**config.mk**
```make
export PLATFORM = sky130hd
export DESIGN_NAME = pixel_raster_feeder
export DESIGN_NICKNAME = d
export VERILOG_FILES = /design/src/rtl/pixel_pkg.sv /design/src/rtl/rgb_to_gray.sv /design/src/rtl/pixel_raster_feeder.sv
export SDC_FILE = /design/constraint.sdc
export NUM_CORES = 1
export LEC_CHECK = 0
export BUFFER_PORTS_ARGS = -buffer_cell sky130_fd_sc_hd__buf_2
export CAP_MARGIN = 10
export CELL_PAD_IN_SITES_DETAIL_PLACEMENT = 1
export CELL_PAD_IN_SITES_GLOBAL_PLACEMENT = 2
export CORE_UTILIZATION = 25
export DETAILED_ROUTE_END_ITERATION = 16
export GPL_TIMING_DRIVEN = 0
export PLACE_DENSITY = 0.78
export SYNTH_ARGS = -nofsm -noshare
export SYNTH_HDL_FRONTEND = slang
export SYNTH_SLANG_ARGS = --single-unit
```
**constraint.sdc**
```tcl
create_clock -name CLK -period 2.8 [get_ports CLK]
set_input_delay 0 -clock CLK [delete_from_list [all_inputs] [get_ports CLK]]
set_output_delay 0 -clock CLK [all_outputs]
set_load 0.01 [all_outputs]
```
**src/rtl/pixel_pkg.sv**
```systemverilog
// Shared types and constants for the pixel raster feeder.
package pixel_pkg;

    localparam int unsigned COORD_W        = 11;
    localparam int unsigned PIX_W          = 8;
    localparam int unsigned MAX_WIDTH_DEF  = 1080;
    localparam int unsigned MAX_HEIGHT_DEF = 1080;

    typedef enum logic [1:0] {
        StIdle,
        StRun,
        StDone
    } feeder_state_e;

endpackage

```
**src/rtl/rgb_to_gray.sv**
```systemverilog
// Combinational luma approximation (R + 2G + B) / 4.
// Only built when PIXEL_RASTER_GRAYSCALE_EN is defined.
`ifdef PIXEL_RASTER_GRAYSCALE_EN
module rgb_to_gray
    import pixel_pkg::*;
(
    input  logic [PIX_W-1:0] r_i,
    input  logic [PIX_W-1:0] g_i,
    input  logic [PIX_W-1:0] b_i,
    output logic [PIX_W-1:0] gray_o
);

    logic [PIX_W+1:0] sum;

    always_comb begin
        sum    = {2'b00, r_i} + {1'b0, g_i, 1'b0} + {2'b00, b_i};
        gray_o = sum[PIX_W+1:2];
    end

endmodule
`endif

```
**src/rtl/pixel_raster_feeder.sv**
```systemverilog
// Accepts a stream of RGB pixels and tags each with raster row/col, one cycle later.
// Define PIXEL_RASTER_GRAYSCALE_EN to present a grayscale value on all three components.
module pixel_raster_feeder
    import pixel_pkg::*;
#(
    parameter int unsigned MAX_WIDTH  = MAX_WIDTH_DEF,
    parameter int unsigned MAX_HEIGHT = MAX_HEIGHT_DEF
) (
    input  logic               CLK,
    input  logic               RESET,
    input  logic [31:0]        width,
    input  logic [31:0]        height,
    input  logic               start,
    input  logic               in_valid,
    output logic               in_ready,
    input  logic [PIX_W-1:0]   in_R,
    input  logic [PIX_W-1:0]   in_G,
    input  logic [PIX_W-1:0]   in_B,
    output logic [COORD_W-1:0] row,
    output logic [COORD_W-1:0] col,
    output logic [PIX_W-1:0]   DATA_WRITE_R,
    output logic [PIX_W-1:0]   DATA_WRITE_G,
    output logic [PIX_W-1:0]   DATA_WRITE_B,
    output logic               out_valid,
    output logic               busy,
    output logic               frame_done
);

    feeder_state_e      state_q, state_d;
    logic [COORD_W-1:0] width_q, height_q;
    logic [COORD_W-1:0] cnt_row_q, cnt_col_q;
    logic [COORD_W-1:0] row_q, col_q;
    logic [PIX_W-1:0]   r_q, g_q, b_q;
    logic               out_valid_q;
    logic               dims_ok, launch, xfer, col_last, last_pix;
    logic [PIX_W-1:0]   pix_r, pix_g, pix_b;

`ifdef PIXEL_RASTER_GRAYSCALE_EN
    logic [PIX_W-1:0] gray;

    rgb_to_gray u_rgb_to_gray (
        .r_i    (in_R),
        .g_i    (in_G),
        .b_i    (in_B),
        .gray_o (gray)
    );

    assign pix_r = gray;
    assign pix_g = gray;
    assign pix_b = gray;
`else
    assign pix_r = in_R;
    assign pix_g = in_G;
    assign pix_b = in_B;
`endif

    always_comb begin
        dims_ok  = (width != 32'd0) && (width <= MAX_WIDTH) &&
                   (height != 32'd0) && (height <= MAX_HEIGHT);
        launch   = (state_q == StIdle) && start && dims_ok;
        xfer     = (state_q == StRun) && in_valid;
        col_last = (cnt_col_q == width_q - 11'd1);
        last_pix = col_last && (cnt_row_q == height_q - 11'd1);

        state_d = state_q;
        unique case (state_q)
            StIdle:  if (launch) state_d = StRun;
            StRun:   if (xfer && last_pix) state_d = StDone;
            StDone:  state_d = StIdle;
            default: state_d = StIdle;
        endcase
    end

    always_ff @(posedge CLK) begin
        if (RESET) begin
            state_q     <= StIdle;
            width_q     <= '0;
            height_q    <= '0;
            cnt_row_q   <= '0;
            cnt_col_q   <= '0;
            row_q       <= '0;
            col_q       <= '0;
            r_q         <= '0;
            g_q         <= '0;
            b_q         <= '0;
            out_valid_q <= 1'b0;
        end else begin
            state_q     <= state_d;
            out_valid_q <= xfer;
            if (launch) begin
                // Range already checked, so the low bits hold the full dimension.
                width_q   <= width[COORD_W-1:0];
                height_q  <= height[COORD_W-1:0];
                cnt_row_q <= '0;
                cnt_col_q <= '0;
            end
            if (xfer) begin
                row_q <= cnt_row_q;
                col_q <= cnt_col_q;
                r_q   <= pix_r;
                g_q   <= pix_g;
                b_q   <= pix_b;
                if (col_last) begin
                    cnt_col_q <= '0;
                    cnt_row_q <= cnt_row_q + 11'd1;
                end else begin
                    cnt_col_q <= cnt_col_q + 11'd1;
                end
            end
        end
    end

    assign in_ready     = (state_q == StRun);
    assign busy         = (state_q != StIdle);
    assign frame_done   = (state_q == StDone);
    assign out_valid    = out_valid_q;
    assign row          = row_q;
    assign col          = col_q;
    assign DATA_WRITE_R = r_q;
    assign DATA_WRITE_G = g_q;
    assign DATA_WRITE_B = b_q;

endmodule

```
==> results.sh <==
export IMPL_cts_sinks=93
export IMPL_clk_latency_ps=360
export IMPL_min_period_ps=2700
export IMPL_post_place_ws_ps=-139
export IMPL_yosysSeqAreaShare=0.411
export IMPL_die_y_um=137
export IMPL_tightest_slew_ps=666
export IMPL_syn_num_nets=684
export IMPL_fmax_ghz=0.370
export IMPL_synth_top_area_share=0.411
export IMPL_fin_setup_tns_ps=0
export IMPL_gp_congestion=0.774
export IMPL_via_per_inst=4.81
export IMPL_rsz0062_at_grt="no"
export IMPL_max_vdd_ir_drop_v=0.000295
export IMPL_cts_tree="done"
export IMPL_register_area_um2=1870
export IMPL_layoutNonFillerInstCount=1020
export IMPL_core_area_um2=17500
export IMPL_arrival_ps=2980
export IMPL_p_leak_nw=2.66
export IMPL_grt_ovfl_total=0
export IMPL_dieArea_um2=18700
export IMPL_grt_pass1_vias=5216
export IMPL_port_buffer_count=141
export IMPL_synthDistinctLibCells=60
export IMPL_p_seq_frac=0.467
export IMPL_p_comb_frac=0.059
export IMPL_synthCells=588
export IMPL_crit_fanout=10
export IMPL_clock_power_share=0.473
export IMPL_yosysMostFrequentCell="nand2_1"
export IMPL_synth_area_leaders="dfxtp_1, nand2_1, a21oi_1"
export IMPL_finClkSkew_ps=12.6
export IMPL_clock_root_buffer="clkbuf_16"
export IMPL_cts_max_path_buffers=2
export IMPL_io_pins=142
export IMPL_clkTransAtPathRegs_ps=70
export IMPL_startpoint_type="register"
export IMPL_dp_hpwl_mm=11.9
export IMPL_dp_cells=954
export IMPL_drtAntennaViolNets=0
export IMPL_hp_class="in2reg"
export IMPL_synth_common_cells="nand2_1, dfxtp_1, a21oi_1"
export IMPL_setup_ws_ps=98.1
export IMPL_crit_required_ps=3080
export IMPL_layout_drive_gt1_share=0.247
export IMPL_nNetsFinal=886
export IMPL_post_drt_wl_per_cell_um=15.4
export IMPL_synth_edf_count=0
export IMPL_nFillCells=2168
export IMPL_diodes=0
export IMPL_die_w_um=137
export IMPL_switchingPower_mw=0.624
export IMPL_slew_headroom=0.553
export IMPL_cts_buffers_inserted=9
export IMPL_dr_pass1_iters=6
export IMPL_yosysWarnings=0
export IMPL_p_int_mw=2.20
export IMPL_grt_first_pass_wirelength_mm=25.2
export IMPL_drv_cap=0
export IMPL_netlist_area_um2=4530
export IMPL_path_class="reg2reg"
export IMPL_multi_input_area_um2=2550
export IMPL_swShare=0.221
export IMPL_start_util=0.259
export IMPL_status="completed"
export IMPL_dr_total_vias=4911
export IMPL_hold_viol=0
export IMPL_std_cell_rows=48
export IMPL_finalWirelength_mm=15.7
export IMPL_yosys_most_used_dff="dfxtp_1"
export IMPL_synthArstFlopShare=0
export IMPL_synth_top_area_cell="dfxtp_1"
export IMPL_htree_levels=3
export IMPL_grt_use_total=0.173
export IMPL_grt_max_degree=16
export IMPL_critPathCaptureType="register"
export IMPL_area_growth_pct=41.6
export IMPL_drt_iter0_markers=174
export IMPL_setup_violations_final=0
export IMPL_slew_viol_final=0
export IMPL_drcViolationCount=0
export IMPL_synth_seq_cells=93
export IMPL_p_per_area_nw_per_um2=440
export IMPL_antenna_found_initial=0
export IMPL_synth_avg_cell_area_um2=7.71
export IMPL_fin_crit_sh=0.965
[flip-flops by register name, indices dropped and copies added, names as in the netlist]
name / count
cnt_row_q: 11
col: 11
width_q: 11
state_q: 2
DATA_WRITE_B: 8
DATA_WRITE_R: 8
cnt_col_q: 11
DATA_WRITE_G: 8
out_valid: 1
height_q: 11
row: 11
[critical path, stage by stage (launching register included)]
cell and delay (ps):
dfxtp_2 350, inv_2 80, ha_4 160, or4b_4 460, buf_6 150, or3_1 320
a21oi_2 160, and4bb_4 220, and3_4 200, a211oi_4 250, buf_12 160, o2bb2ai_1 110
[area by class of cell]
type | instances | area share
Multi-Input combinational cell | 447 | 0.397
Sequential cell | 93 | 0.291
Timing Repair Buffer | 191 | 0.188
Tap cell | 225 | 0.0438
Clock buffer | 10 | 0.0357
Buffer | 36 | 0.0247
Clock inverter | 6 | 0.0134
Inverter | 12 | 0.00701
[cell families (layout without fill, tap and decap cells)]
kind of cell,Yosys count,count (layout),share of synthesized area
compound gates,132,132,0.184
fa+ha+maj,4,4,0.0110
xor+xnor,29,29,0.0560
buf+inv,48,255,0.0422
simple gates,281,281,0.294
flops,93,93,0.411
mux,1,1,0.00221
[through the flow]
stage          power [mW]  hold slack (ps)  instance area (µm²)   util
2_1_floorplan        1.38              136                 4530      -
3_3_place_gp         1.46              243                 5520  0.316
3_5_place_dp         1.47              254                 5520  0.316
4_1_cts              2.86              192                 6360  0.364
5_1_grt              2.94              128                 6420  0.367
6_report             2.83              118                 6420  0.367
[routing by layer]
metal	part of all wire	GRT usage	vias up
li1	-	-	2437
met1	0.45	0.206	2312
met2	0.49	0.316	148
met3	0.048	0.0248	14
met4	0.014	0.0593	0
met5	0	0	-
[cell usage in the layout (no fill, tap or decap), drive strengths merged, types with 3 or more instances in the layout]
master,netlist,routed
a211oi,6,6
a21o,9,9
a21oi,82,82
a221o,6,6
a22o,3,3
a41oi,3,3
and2,3,3
and3,4,4
buf,9,154
clkbuf,27,37
dfxtp,93,93
dlygate4sd3,0,46
ha,4,4
inv,12,13
nand2,151,151
nand2b,19,19
nand3,19,19
nand4,6,6
nor2,23,23
nor3,15,15
nor4,15,15
o21ai,6,6
or2,7,7
or3,5,5
xnor2,15,15
xor2,14,14
[power groups by stage]
stage | sequential (mW) | combinational, mW | clock (mW)
6_report | 1.32 | 0.167 | 1.34
4_1_cts | 1.32 | 0.166 | 1.37
2_1_floorplan | 1.35 | 0.0268 | 0
3_5_place_dp | 1.35 | 0.114 | 0
5_1_grt | 1.32 | 0.182 | 1.43
3_3_place_gp | 1.35 | 0.112 | 0
[path summary, 6_finish.rpt]
| kind | slack, ps | endpoint | depth (start not counted) | from |
|---|---|---|---|---|
| setup / recovery | 100 | cnt_row_q[9] | 11 | width_q[0] |
| hold / removal | 120 | cnt_col_q[2] | 3 | RESET |
| setup reg to reg | 100 | cnt_row_q[9] | 11 | width_q[0] |
| hold reg to reg | 450 | row[1] | 2 | row[1] |
[timing repair]
action / in CTS / in global routing
pin swaps: 3 / 3
setup endpoints to repair: 22 / 23
resized for setup: 6 / 17
buffers inserted: 3 / 1
hold endpoints to repair: 46 / 0
hold buffers: 46 / 0
No activity file was read; power rests on OpenSTA's default activity.
